==> src/rtl/icache.sv <==
// icache: direct-mapped, one-word-per-frame read-only instruction cache with zero-cycle hits.
// Optional `ICACHE_STATS_EN adds hit_count/miss_count outputs.
module icache #(
   parameter int IDX_W = 4
) (
   input  logic        CLK,
   input  logic        nRST,
   input  logic        imemREN,
   input  logic [31:0] imemaddr,
   output logic        ihit,
   output logic [31:0] imemload,
   input  logic        flush,
   output logic        iREN,
   output logic [31:0] iaddr,
   input  logic        iwait,
   input  logic [31:0] iload
`ifdef ICACHE_STATS_EN
   ,
   output logic [31:0] hit_count,
   output logic [31:0] miss_count
`endif
);
   localparam int TAG_W  = 30 - IDX_W;
   localparam int FRAMES = 2 ** IDX_W;
   typedef enum logic {IDLE, FETCH} state_t;
   state_t r_state, w_next;
   logic [FRAMES-1:0] r_valid;
   logic [TAG_W-1:0]  r_tag  [FRAMES];
   logic [31:0]       r_data [FRAMES];
   logic [31:0]       r_miss;
   logic [IDX_W-1:0]  w_idx, w_midx;
   logic [TAG_W-1:0]  w_tag, w_mtag;
   logic              w_hit, w_miss, w_fill;
   assign w_idx    = imemaddr[IDX_W+1:2];
   assign w_tag    = imemaddr[31:IDX_W+2];
   assign w_midx   = r_miss[IDX_W+1:2];
   assign w_mtag   = r_miss[31:IDX_W+2];
   assign w_hit    = r_state == IDLE && imemREN && !flush && r_valid[w_idx] && r_tag[w_idx] == w_tag;
   assign w_miss   = r_state == IDLE && imemREN && !w_hit;
   assign w_fill   = r_state == FETCH && !iwait;
   assign ihit     = w_hit;
   assign imemload = r_data[w_idx];
   always_comb begin
      w_next = r_state;
      iREN   = 1'b0;
      iaddr  = '0;
      if (w_miss) w_next = FETCH;
      if (r_state == FETCH) begin
         iREN   = 1'b1;
         iaddr  = r_miss;
         w_next = iwait ? FETCH : IDLE;
      end
   end
   // Fill uses only the latched miss address; flush is applied last so it wins on a fill edge.
   always_ff @(posedge CLK, negedge nRST) begin
      if (!nRST) begin
         r_state <= IDLE;
         r_valid <= '0;
         r_miss  <= '0;
         for (int i = 0; i < FRAMES; i++) begin
            r_tag[i]  <= '0;
            r_data[i] <= '0;
         end
      end else begin
         r_state <= w_next;
         if (w_miss) r_miss <= imemaddr & 32'hFFFF_FFFC;
         if (w_fill) begin
            r_data[w_midx]  <= iload;
            r_tag[w_midx]   <= w_mtag;
            r_valid[w_midx] <= 1'b1;
         end
         if (flush) r_valid <= '0;
      end
   end
`ifdef ICACHE_STATS_EN
   always_ff @(posedge CLK, negedge nRST) begin
      if (!nRST) begin
         hit_count  <= '0;
         miss_count <= '0;
      end else begin
         if (w_hit) hit_count <= hit_count + 32'd1;
         if (w_miss) miss_count <= miss_count + 32'd1;
      end
   end
`endif
endmodule
==> config.mk <==
export PLATFORM = sky130hd
export DESIGN_NAME = icache
export DESIGN_NICKNAME = d
export VERILOG_FILES = /design/src/rtl/icache.sv
export SDC_FILE = /design/constraint.sdc
export NUM_CORES = 1
export LEC_CHECK = 0
export CAP_MARGIN = 20
export CORE_MARGIN = 3
export CORE_UTILIZATION = 29
export DETAILED_ROUTE_END_ITERATION = 10
export GPL_TIMING_DRIVEN = 0
export PLACE_DENSITY = 0.43
export SLEW_MARGIN = 20
export SYNTH_ARGS = -nofsm -noshare
export SYNTH_HDL_FRONTEND = slang
export SYNTH_SLANG_ARGS = --single-unit
export TNS_END_PERCENT = 50
==> constraint.sdc <==
create_clock -name CLK -period 7.05 [get_ports CLK]
set_input_delay 2.115 -clock CLK [delete_from_list [all_inputs] [get_ports CLK]]
set_output_delay 2.115 -clock CLK [all_outputs]
set_load 0.005 [all_outputs]
==> results.py <==
metrics = {
    "worst_setup_path": {
        "cp_max_fo": 10,
        "r2r_slack_ps": 2890,
        "r2r-end": "r_data[56]",
        "cp.arrival_ps": 5160,
        "critPathRequiredTime_ps": 4930,
        "cp-end-kind": "primary output",
        "reg2reg_from": "r_state",
        "worst-setup-path-type": "in -> out",
        "startpoint_type": "input port",
        "r2r.worst_path.cells": 7,
    },
    "finish": {
        "nets": 3122,
        "syn2layout_area_growth_pct": 20.6,
        "drive_above_1_share_pct": 49.5,
        "fillers": 14400,
        "final_area_um2": 53500,
    },
    "synthesis": {
        "ys_warn_count": 0,
        "synth_seq_area_share_pct": 54.9,
        "avgSynthCellArea_um2": 16.0,
        "ys_types": 56,
        "syn_inst": 2774,
        "syn_area_um2": 44400,
        "synth_edf_count": 0,
        "ys_ff_latch": 975,
        "ys.flop_type": "dfrtp_1",
        "async_flop_share_pct": 100,
    },
    "cts": {
        "cts-root-buf": "clkbuf_16",
        "worstSkewPairLatency_ps": 740,
        "cts_sinks": 975,
        "cts_buffers": 114,
        "htreeDepth": 3,
        "clk_pin_slew_ps": 50,
        "cts_tree": "done",
        "cts_buffer_depth": 3,
    },
    "timing": {
        "finalSetupViolCount": 8,
        "rsz0062_at_grt": "yes",
        "fin_crit_sh_pct": 103,
        "tightest_slew_ps": 1210,
        "clock.fmax_ghz": 0.138,
        "hold-worst-slack_ps": 497,
        "drv_slew": 0,
        "timing.final.ws_setup_ps": -223,
        "relSlewSlack_pct": 19.7,
        "min_period_ps": 7270,
        "skew_ps": 44.8,
        "hold_viol": 0,
    },
    "floorplan": {
        "rows": 142,
        "ios": 135,
        "dieArea_um2": 158000,
        "die_w_um": 397,
        "die_h_um": 397,
        "initial_core_util_pct": 29.4,
        "core_um2": 151000,
    },
    "global_routing": {
        "grt_pass1_wl_mm": 213,
        "grt_max_degree": 159,
        "grt_remaining_overflow": 0,
        "gr-usage-all-layers_pct": 18.7,
        "antenna_found_initial": 10,
        "grt_pass1_vias": 28900,
    },
    "place": {
        "portBuffers": 127,
        "dp_hpwl_mm": 100,
        "place_congestion": 0.800,
        "placed_area_um2": 48500,
    },
    "power": {
        "leakage_uw": 0.0237,
        "power.density_nw_per_um2": 376,
        "max-vdd-ir-drop_mv": 0.207,
    },
    "min_path": {
        "whs_endpoint": "r_data[172]",
        "hp-class": "reg -> reg",
        "hp-start": "r_data[172]",
        "holdPathStages": 1,
    },
    "routing": {
        "ant_nets": 0,
        "wl_mm": 147,
        "drtIter0Drc": 1336,
        "wl_per_cell_um": 28.6,
        "drc_errors": 0,
        "num_vias": 26100,
        "firstDrtPassIters": 5,
        "vias_per_cell": 5.06,
    },
    "outcome": {
        "status": "finished with violations",
        "violations": "negative setup slack",
    },
    "job": {
        "maxCapViolCount": 0,
    },
}
## cells in the final DEF (no fill, tap or decap), types with 5 or more instances in the layout
master / count
buf_4: 24
nand2b_1: 5
mux4_2: 250
a221oi_1: 6
xnor2_1: 17
mux2i_1: 62
mux2_2: 939
nand2_1: 28
clkdlybuf4s50_1: 104
nor2b_1: 11
a21oi_1: 14
inv_1: 13
nand3_1: 12
clkbuf_8: 23
xor2_1: 9
dlygate4sd2_1: 12
mux2_4: 29
dfrtp_1: 975
buf_12: 22
clkbuf_1: 117
nor2_1: 24
and2_1: 32
buf_6: 15
clkbuf_2: 11
clkinv_2: 23
xnor2_2: 5
buf_2: 17
a22o_1: 5
nand4_1: 10
buf_16: 19
buf_1: 55
nor4_1: 8
buf_8: 6
o21ai_0: 9
nor3_1: 7
clkbuf_16: 133
bufinv_16: 7
dlymetal6s2s_1: 5
## area by class of cell
type / count / area (um^2) / area share, %
Sequential cell: 975 / 24400 / 45.6
Multi-Input combinational cell: 1543 / 19100 / 35.6
Clock buffer: 164 / 3280 / 6.13
Tap cell: 2016 / 2520 / 4.71
Buffer: 241 / 1990 / 3.71
Timing Repair Buffer: 162 / 1810 / 3.37
Clock inverter: 33 / 397 / 0.741
Inverter: 16 / 67.6 / 0.126
Antenna cell: 2 / 5.00 / 0.00935
## cells in the mapped netlist, types with 2 or more instances
| master | n | area [um^2] |
|---|---|---|
| buf_6 | 4 | 45.0 |
| nand2_1 | 28 | 105 |
| nor3b_1 | 2 | 15.0 |
| and2_1 | 32 | 200 |
| nand2b_1 | 5 | 31.3 |
| nor2b_1 | 13 | 81.3 |
| or3_1 | 2 | 12.5 |
| nand3_1 | 12 | 60.1 |
| nand4_1 | 10 | 62.6 |
| or4b_2 | 2 | 20.0 |
| o21ai_0 | 10 | 50.1 |
| o2111ai_1 | 2 | 17.5 |
| mux4_2 | 250 | 5630 |
| xor2_1 | 11 | 96.3 |
| a221oi_1 | 6 | 52.6 |
| and3_1 | 3 | 18.8 |
| o22ai_1 | 3 | 18.8 |
| buf_4 | 16 | 120 |
| nand3b_1 | 4 | 30.0 |
| and4_1 | 2 | 17.5 |
| a21oi_1 | 14 | 70.1 |
| xnor2_1 | 23 | 201 |
| nor3_1 | 7 | 35.0 |
| a221o_1 | 3 | 30.0 |
| buf_1 | 75 | 282 |
| nor2_1 | 25 | 93.8 |
| buf_2 | 29 | 145 |
| or4_1 | 2 | 15.0 |
| mux2_2 | 939 | 10600 |
| a22o_1 | 5 | 43.8 |
| mux2i_1 | 63 | 631 |
| mux2_4 | 29 | 435 |
| a22oi_1 | 4 | 30.0 |
| dfrtp_1 | 975 | 24400 |
| clkbuf_1 | 117 | 439 |
| o221ai_1 | 2 | 17.5 |
| nor4_1 | 11 | 68.8 |
| o211ai_1 | 3 | 22.5 |
| inv_1 | 14 | 52.6 |
## sequential cells by signal (all words and copies together) (netlist names)
register / count
r_tag: 416
r_state: 1
r_miss: 30
r_valid: 16
r_data: 512
## worst max-delay path: stages
cell             delay [ps]
clkdlybuf4s15_1         370
buf_8                   230
buf_6                   210
buf_6                   240
mux2i_1                 240
xor2_1                  190
nor4_4                  510
nand4_1                 160
or4_4                   450
nor4_4                  240
buf_2                   180
## power by group
part	internal (uW)	total, uW	switching (uW)
sequential	7890	9100	1210
clock	3460	5860	2400
combinational	3240	5180	1940
total	14600	20100	5560
## worst max path at each step
| stage | startpoint | to | depth (start not counted) |
|---|---|---|---|
| final | imemaddr[5] | ihit | 11 |
| after global routing | imemaddr[3] | ihit | 13 |
| after CTS | imemaddr[3] | ihit | 10 |
| after detailed placement | imemaddr[3] | imemload[22] | 11 |
| after global placement | nRST | r_data[108] | 1 |
| after floorplan | imemaddr[2] | imemload[22] | 9 |
## stage by stage
stage               setup slack (ps)  utilization (%)  TNS (ps)  instances  total power, uW
global placement              -38650             31.9         -       4918            14100
CTS                             -318             35.4      -774       5149            20400
floorplan                        197                -         0       2775            12400
global route                    -361             35.5      -830       5150            21200
detailed placement             -3300             32.1   -111350       4932            14300
finish                          -223             35.5      -378       5152            20100
## logic make-up after synthesis
kind of cell	after synthesis	synth area share, %
mux	1281	38.9
flops	975	54.9
compound gates	62	0.997
xor+xnor	34	0.670
buf+inv	257	2.46
other cells	1	0.00844
simple gates	164	2.05
## layer usage
layer | up-vias | track usage, % | part of all wire [%]
li1 | 10900 | - | -
met1 | 14500 | 24.8 | 44
met2 | 470 | 31.4 | 49
met3 | 205 | 3.46 | 3.9
met4 | 4 | 4.96 | 2.5
met5 | - | 0 | 0.021
## repair_timing
item / CTS / global route
hold buffers: 0 / 0
setup endpoints to repair: 33 / 20
cloned: 2 / 0
pin swaps: 4 / 2
resized for setup: 273 / 15
endpoints found under the hold margin: 0 / 0
setup buffers: 18 / 1
Note: power is estimated with default switching activity, not from simulation.
